**src/rtl/i2s_clock_gen.sv**
```systemverilog
// i2s_clock_gen: BCLK/LRCLK generator with frame-aligned dividers and clk_in-domain strobes.
// Divider and mode are re-sampled only at frame boundaries, so changes never shorten or stretch a BCLK phase.
module i2s_clock_gen #(
  parameter int DIV_W     = 8,
  parameter int SLOT_BITS = 32,
  parameter int BIT_W     = 5
) (
  input  logic             clk_in,
  input  logic             reset,
  input  logic             enable,
  input  logic [DIV_W-1:0] div_half,
  input  logic             mode,
  output logic             bclk,
  output logic             lrclk,
  output logic             bclk_rise,
  output logic             bclk_fall,
  output logic             frame_start,
  output logic [BIT_W-1:0] bit_idx,
  output logic             channel,
  output logic             busy
);
  localparam int POS_W = BIT_W + 1;
  localparam logic [POS_W-1:0] P_SLOT = POS_W'(SLOT_BITS);
  localparam logic [POS_W-1:0] P_TOP  = POS_W'(SLOT_BITS - 1);
  localparam logic [POS_W-1:0] P_LAST = POS_W'(2 * SLOT_BITS - 1);

  typedef enum logic {IDLE, RUN} state_t;

  state_t             r_state, w_state;
  logic [DIV_W-1:0]   r_div, w_div, r_cnt, w_cnt;
  logic [POS_W-1:0]   r_pos, w_pos, w_off, w_nxt;
  logic               r_mode, w_mode;
  logic               r_bclk, w_bclk, r_rise, w_rise, r_fall, w_fall, r_fs, w_fs;
  logic               r_lr, w_lr, r_chan, w_chan, r_busy, w_run;
  logic [BIT_W-1:0]   r_bit, w_bit;

  always_comb begin
    w_state = r_state;
    w_div   = r_div;
    w_mode  = r_mode;
    w_cnt   = r_cnt;
    w_pos   = r_pos;
    w_bclk  = r_bclk;
    w_rise  = 1'b0;
    w_fall  = 1'b0;
    w_fs    = 1'b0;
    if (r_state == IDLE) begin
      if (enable) begin
        w_state = RUN;
        w_div   = div_half;
        w_mode  = mode;
        w_cnt   = '0;
        w_pos   = '0;
        w_bclk  = 1'b0;
        w_fs    = 1'b1;
      end
    end else if (r_cnt != r_div) begin
      w_cnt = r_cnt + 1'b1;
    end else begin
      w_cnt  = '0;
      w_bclk = ~r_bclk;
      w_rise = ~r_bclk;
      w_fall = r_bclk;
      if (r_bclk) begin
        // Frame boundary: either re-arm with fresh settings or stop on this falling edge
        if (r_pos == P_LAST) begin
          w_pos = '0;
          if (enable) begin
            w_fs   = 1'b1;
            w_div  = div_half;
            w_mode = mode;
          end else begin
            w_state = IDLE;
          end
        end else begin
          w_pos = r_pos + 1'b1;
        end
      end
    end
    w_run  = (w_state == RUN);
    w_off  = (w_pos >= P_SLOT) ? w_pos - P_SLOT : w_pos;
    w_nxt  = (w_pos == P_LAST) ? '0 : w_pos + 1'b1;
    w_chan = w_run && (w_pos >= P_SLOT);
    w_bit  = w_run ? BIT_W'(P_TOP - w_off) : '0;
    w_lr   = w_run && (w_mode ? (w_pos >= P_SLOT) : (w_nxt >= P_SLOT));
  end

  always_ff @(posedge clk_in or negedge reset) begin
    if (!reset) begin
      r_state <= IDLE;
      r_div   <= '0;
      r_mode  <= 1'b0;
      r_cnt   <= '0;
      r_pos   <= '0;
      r_bclk  <= 1'b0;
      r_rise  <= 1'b0;
      r_fall  <= 1'b0;
      r_fs    <= 1'b0;
      r_lr    <= 1'b0;
      r_chan  <= 1'b0;
      r_bit   <= '0;
      r_busy  <= 1'b0;
    end else begin
      r_state <= w_state;
      r_div   <= w_div;
      r_mode  <= w_mode;
      r_cnt   <= w_cnt;
      r_pos   <= w_pos;
      r_bclk  <= w_run && w_bclk;
      r_rise  <= w_rise;
      r_fall  <= w_fall;
      r_fs    <= w_fs;
      r_lr    <= w_lr;
      r_chan  <= w_chan;
      r_bit   <= w_bit;
      r_busy  <= w_run;
    end
  end

  assign bclk        = r_bclk;
  assign lrclk       = r_lr;
  assign bclk_rise   = r_rise;
  assign bclk_fall   = r_fall;
  assign frame_start = r_fs;
  assign bit_idx     = r_bit;
  assign channel     = r_chan;
  assign busy        = r_busy;
endmodule

```
**config.mk**
```make
export PLATFORM = sky130hd
export DESIGN_NAME = i2s_clock_gen
export DESIGN_NICKNAME = d
export VERILOG_FILES = /design/src/rtl/i2s_clock_gen.sv
export SDC_FILE = /design/constraint.sdc
export NUM_CORES = 1
export LEC_CHECK = 0
export CORE_MARGIN = 5
export CORE_UTILIZATION = 45
export DETAILED_ROUTE_END_ITERATION = 10
export PLACE_DENSITY = 0.77
export SLEW_MARGIN = 20
export SYNTH_ARGS = -nofsm -noshare
export SYNTH_HDL_FRONTEND = slang
export SYNTH_SLANG_ARGS = --single-unit
export TNS_END_PERCENT = 20
```
**constraint.sdc**
```tcl
create_clock -name clk_in -period 2.55 [get_ports clk_in]
set_input_delay 0.51 -clock clk_in [delete_from_list [all_inputs] [get_ports clk_in]]
set_output_delay 0.51 -clock clk_in [all_outputs]
set_load 0.02 [all_outputs]
```
==> results of run 1 <==
[placed cells by master, fill, tap and decap left out, drive strengths merged, types with 2 or more instances in the layout]
master         count
buf                7
nand2b             4
and2               4
dfrtp             35
o21ai             16
and3               4
clkinv             2
mux2               3
clkdlybuf4s50     23
a21oi              3
nand2             37
clkbuf             6
nor3               3
nand3              4
inv                5
nor2              11
ha                 4
o21bai             2
a211oi             2
xnor2              9
nand3b             2
nand4              3
xor2               3
nand4b             4
[cell type report]
type | count | area [um2] | area share, %
clock inverters | 1 | 5.00 | 0.231
flip-flops and latches | 35 | 876 | 40.5
repair buffers | 30 | 283 | 13.1
multi-input cells | 129 | 836 | 38.6
clock buffers | 6 | 82.6 | 3.82
inverters | 6 | 22.5 | 1.04
well taps | 48 | 60.1 | 2.77
[synthesized netlist by cell type, types with 2 or more instances]
library cell and number:
o21bai_1 2, inv_1 4, nand4b_1 3, o21ai_0 16, a211oi_1 2, nand3_1 4
nand3b_1 2, dfrtp_1 35, nand2b_1 4, clkbuf_1 5, nor3_1 2, and2_1 4
and3_1 4, xnor2_1 9, mux2_4 2, a21oi_1 3, ha_1 4, nand2_1 36
nor2_1 11, xor2_1 3
[metal layers]
layer	track usage, %	share of wire (%)	vias up
li1	-	-	663
met1	20.5	50	628
met2	21.3	44	22
met3	2.91	3.5	7
met4	7.17	1.7	0
met5	0	0	-
[power by group through the flow]
stage	logic, mW	registers [mW]	clock network, mW
6_report	0.366	0.724	0.391
5_1_grt	0.408	0.739	0.426
4_1_cts	0.367	0.724	0.407
3_5_place_dp	0.364	0.734	0
3_3_place_gp	0.357	0.730	0
2_1_floorplan	0.249	0.727	0
[worst min-delay path by stage]
stage	to	slack, ps	start	depth (start not counted)
floorplan	bclk	210	reset	0
global placement	r_mode	480	r_mode	1
detailed placement	r_mode	490	r_mode	1
CTS	r_mode	500	r_mode	1
global route	r_mode	520	r_mode	1
finish	r_mode	500	r_mode	1
[state kept, by name, summed over array words and instances, names as in the netlist]
register     flops
bclk_fall        1
r_mode           1
lrclk            1
bit_idx          5
r_cnt            8
busy             1
bclk_rise        1
channel          1
frame_start      1
r_div            8
bclk             1
r_pos            6
[critical path, delay by kind of cell (launching register included)]
| family | cells | cell delay [ps] |
|---|---|---|
| fa+ha+maj | 1 | 250 |
| simple gates | 4 | 700 |
| compound gates | 1 | 290 |
| mux | 2 | 610 |
| flops | 1 | 430 |
[cell families after synthesis]
kind of cell	share of synthesized area (%)
and+or+nand+nor	24.8
DFF	50.0
AOI/OAI and AO/OA	11.7
xor gates and xnor gates	6.00
buffers and inverters	2.35
adders and majority gates	2.86
muxes	2.36
==> summary.txt, run 1 <==
Status
  • Status: completed

Power
  • Max IR drop VDD: between 0.0003 and 0.0004 V
  • Seq pwr share: between 40% and 50%
  • Clock power frac: about a quarter
  • Final total power: about 1.5 mW
  • Sw Ratio: 31.8%
  • Internal: between 1 and 1.5 mW
  • PwrDens: about 680 mW/mm2
  • Logic gate share of total power: 24.7%
  • Net load switching power: ~0.47 mW
  • Leakage: between 1 and 1.5 nW

Yosys
  • Sequential area share after synthesis: between 40% and 50%
  • Post-synthesis cell area: 0.00175 mm2
  • Main area contributors after synthesis: dfrtp_1, nand2_1, o21ai_0
  • Synth unique cells: 40
  • Asr flop ratio synth: 100%
  • Seq cells post-synth: 35
  • Yosys warns: 0
  • Post-Syn Nets: between 150 and 200
  • Synth Flop Type: dfrtp_1
  • Syn Area/Cell: approximately 10 um2
  • EDFF count, synth: 0
  • Leading area contributor after synthesis: dfrtp_1
  • Share of the synthesized area in the top cell type: 50.0%
  • Post-Syn Instances: about 180

Clock network
  • Post-CTS Setup Repair Bufs: 0
  • Clock sink count: 35
  • Clock buffer depth: 2
  • Num CTS Buffers: 5
  • Cts repair resizes: 0
  • Hold buffer count at CTS: 0
  • Clk slew on worst S/H paths: 60 ps
  • CTS tree: built
  • H-tree depth: 2
  • Worst-Skew Late Latency: 280 ps
  • CTS root buffer: clkbuf_8

Worst setup path
  • Worst Setup EP: lrclk
  • Critical path peak fanout: 6
  • Critical path capture point type: flop
  • R2R depth: 8
  • Crit path launch type: flop
  • Largest stage delay, worst path: 430 ps
  • Reg2reg setup slack: approximately 140 ps
  • CP max-delay cell: dfrtp_1
  • Crit-path cells: ha_1, and3_1, nand3_1, o41ai_4, nand2_2, mux2_4, nand4b_4, mux2_4
  • Worst EP required: roughly 2700 ps
  • Critical setup path kind: reg -> reg
  • Worst Setup SP: r_pos[0]
  • Reg2reg start: r_pos[0]
  • Critical Path AT: between 2000 and 3000 ps
  • R2r endpoint: lrclk
  • Most used cell, CP: mux2_4

STA
  • Final hold viol count: 0
  • Setup violators final: 0
  • Measured slew at the worst slew-check pin: between 500 and 600 ps
  • Setup ws final: roughly 140 ps
  • Hold slack: between 400 and 500 ps
  • Final worst path period share: ~94%
  • Tmin final: 2410 ps
  • RSZ-0062 raised after global routing: no
  • Final setup skew: ~4.5 ps
  • Max Slew Vio Count: 0
  • Fmax: ~420 MHz
  • Worst slew margin: 61.2%
  • Setup TNS: 0 ps

Min path
  • Hold WC Path Type: reg -> reg

Routing
  • Initial drt markers: 114
  • Detailed Routing Iterations Pass 1: 5
  • Via-to-Cell Ratio: 5.18
  • DRC: 0
  • Remaining antenna violation count: 0
  • Vias: between 1000 and 1500
  • Post-Route WL: around 3400 um
  • Routed WL per cell: approximately 13 um

Finish
  • Layout net count: between 200 and 250
  • Ratio of cells with drive above 1 in the final layout: 12.1%
  • FILL cells: 332
  • Final Cell Area: ~0.0022 mm2
  • Final Core Density: approximately 58%
  • Antenna cells: 0
  • Layout Area Growth over Synthesis: 23.5%
  • Non-filler instance count after layout: around 260

Place
  • Worst slack at placement: approximately 170 ps
  • HPWL Detailed: ~2500 um
  • DP Area: 0.00208 mm2
  • Post-placement cell count: around 250
  • Final RePlAce weighted congestion: roughly 0.86
  • IO buf count: 23

Global route
  • GRT Util Overall: about 15%
  • First-pass GRT wire length: between 5000 and 6000 um
  • GRT Residual Overflow: 0
  • Largest net degree at the start of global routing: 36
  • Vias in the first global route: 1315
  • Initial antenna violation count: 0

Die
  • Die Ht: about 72 um
  • Io pins: 24
  • Num rows: 22
  • Die area: 0.00524 mm2
  • Starting Density: a little under half
  • Die W: 72.4 um
  • Core area: 0.00372 mm2

Job
  • Max cap viols: 0
Power figures use the tool's default switching activity.
==> run 2, diff against run 1 <==
--- a/config.mk
+++ b/config.mk
@@ -5,7 +5,7 @@
 export SDC_FILE = /design/constraint.sdc
 export NUM_CORES = 1
 export LEC_CHECK = 0
-export CORE_MARGIN = 5
+export CORE_MARGIN = 2
 export CORE_UTILIZATION = 45
 export DETAILED_ROUTE_END_ITERATION = 10
 export PLACE_DENSITY = 0.77
==> run 2 against run 1 <==
Final cell count grew 0.39%. Cell area grew 0.35%. Clock skew shrank 0.61 ps. Non-clock buffer count increased by 1. Die area is 16% lower. Critical endpoint unchanged. Global-route usage rose by 3.0 points. First-iteration DRC count down 25%. Routed wire length shrank 8.4%. Sequential power about the same. Critical path depth unchanged.
==> summary.txt, run 2 (synthesis gave the netlist of run 1 again) <==
Status
  • Status: completed

Routing
  • Post-Route WL: 3130 um (-8.4%)
  • Remaining antenna violation count: 0 (unchanged)
  • Initial drt markers: 86 (-25%)
  • Vias: 1308 (-0.91%)
  • Routed WL per cell: 12.2 um (-8.7%)
  • Detailed Routing Iterations Pass 1: 6 (+1)
  • Via-to-Cell Ratio: 5.11 (-1.3%)
  • DRC: 0 (unchanged)

Worst setup path
  • Buf/Inv on CP: 0 (unchanged)
  • Crit path max-delay family: simple AND/OR/NAND/NOR gates
  • CP max-delay cell: dfrtp_1
  • Crit-path cells: ha_1, and3_1, nand3_1, o41ai_4, nand2_2, mux2_4, nand4b_4, mux2_4
  • Critical path capture point type: flop
  • Largest stage delay, worst path: 430 ps (about the same)
  • Critical Path AT: 2510 ps (-60 ps)
  • Most used cell, CP: mux2_4
  • Critical setup path kind: reg -> reg
  • Crit path launch type: flop
  • Critical path peak fanout: 6 (unchanged)
  • Worst EP required: 2720 ps (about the same)

Clock network
  • Clock buffer depth: 2 (unchanged)
  • Num CTS Buffers: 5 (unchanged)
  • H-tree depth: 2 (unchanged)
  • Clk slew on worst S/H paths: 60 ps (about the same)
  • Cts repair resizes: 0 (unchanged)
  • CTS tree: built
  • Post-CTS Setup Repair Bufs: 0 (unchanged)
  • Hold buffer count at CTS: 0 (unchanged)
  • Clock sink count: 35 (unchanged)
  • CTS root buffer: clkbuf_8
  • Worst-Skew Late Latency: 280 ps (about the same)

Power
  • Leakage: 1.02 nW (+0.54%)
  • PwrDens: 680 mW/mm2 (-0.57%)
  • Max IR drop VDD: 0.000433 V (+11%)

Finish
  • Top Registers: r_cnt (8), r_div (8), r_pos (6)
  • Ratio of cells with drive above 1 in the final layout: 12.5% (+0.42 points)
  • Most common cell after layout, fill and taps aside: nand2_1
  • Layout Area Growth over Synthesis: 23.9%
  • Antenna cells: 0 (unchanged)
  • Commonest non-fill, non-tap cells in the layout: nand2_1, dfrtp_1, clkdlybuf4s50_1, o21ai_0, nor2_1
  • Layout net count: 224 (+0.45%)

Global route
  • Vias in the first global route: 1233 (-6.2%)
  • Initial antenna violation count: 0 (unchanged)
  • First-pass GRT wire length: 5760 um (-2.9%)
  • GRT Util Overall: 17.5% (+3.0 points)
  • GRT Residual Overflow: 0 (unchanged)
  • Largest net degree at the start of global routing: 36 (unchanged)

STA
  • RSZ-0062 raised after global routing: no
  • Worst slew margin: 63.4% (+2.2 points)
  • Setup TNS: 0 ps (unchanged)
  • Fmax: 427 MHz (+2.7%)
  • Final hold viol count: 0 (unchanged)
  • Hold slack: 497 ps (+0.145 ps)
  • Final setup skew: 3.93 ps (-0.613 ps)
  • Max Slew Vio Count: 0 (unchanged)
  • Tmin final: 2340 ps (-63.9 ps)
  • Final worst path period share: 91.8% (-2.5 points)
  • Setup violators final: 0 (unchanged)
  • Measured slew at the worst slew-check pin: 549 ps (-32.6 ps)

Die
  • Die Ht: 66.4 um (-8.3%)
  • Io pins: 24 (unchanged)
  • Core area: 0.00372 mm2 (unchanged)
  • Starting Density: 47.2% (unchanged)
  • Die area: 0.00441 mm2 (-16%)
  • Num rows: 22 (unchanged)
  • Die W: 66.4 um (-8.3%)

Place
  • HPWL Detailed: 2270 um (-8.3%)
  • Final RePlAce weighted congestion: 0.844 (-1.9%)
  • IO buf count: 23 (unchanged)

Job
  • Max cap viols: 0 (unchanged)

Min path
  • Hold WC Path Type: reg -> reg
-- run 2: layout make-up --
class,count,area [um2]
flip-flops and latches,35,876
well taps,48,60.1
clock buffers,6,82.6
inverters,6,22.5
repair buffers,31,290
fillers,322,1540
clock inverters,1,5.00
multi-input cells,129,836
-- run 2: final timing paths --
kind                           from     endpoint  slack [ps]  cells after the start
max                        r_pos[0]        lrclk         210                      8
min                        r_div[3]     r_div[3]         500                      2
max reg2reg                r_pos[0]        lrclk         210                      8
min reg2reg                r_div[3]     r_div[3]         500                      2
max in group asynchronous     reset    bclk_rise        1620                      2
min in group asynchronous     reset  frame_start         630                      2
-- run 2: report_power, final --
part	internal (mW)	switching, mW	total [mW]
clock	0.211	0.181	0.392
sequential	0.634	0.0892	0.723
combinational	0.164	0.198	0.361
total	1.01	0.468	1.48
-- run 2: per-stage QoR --
stage	worst slack, ps	area [um2]	utilization, %	cells	total power, mW
2_1_floorplan	196	1750	-	175	0.976
3_3_place_gp	186	2080	56.1	249	1.09
3_5_place_dp	200	2080	56.1	249	1.09
4_1_cts	185	2170	58.5	256	1.49
5_1_grt	12.6	2170	58.5	256	1.59
6_report	208	2170	58.5	256	1.48
-- run 2: tightest hold or removal path: stages (launching register included) --
cell and delay (ps):
dfrtp_1 360, nand2_1 50, nand2_1 60
-- run 2: layer usage --
layer / global-route usage, % / share of wire [%]
met1: 24.7 / 50
met2: 25.6 / 44
met3: 5.11 / 4.1
met4: 6.12 / 1.4
met5: 0 / 0
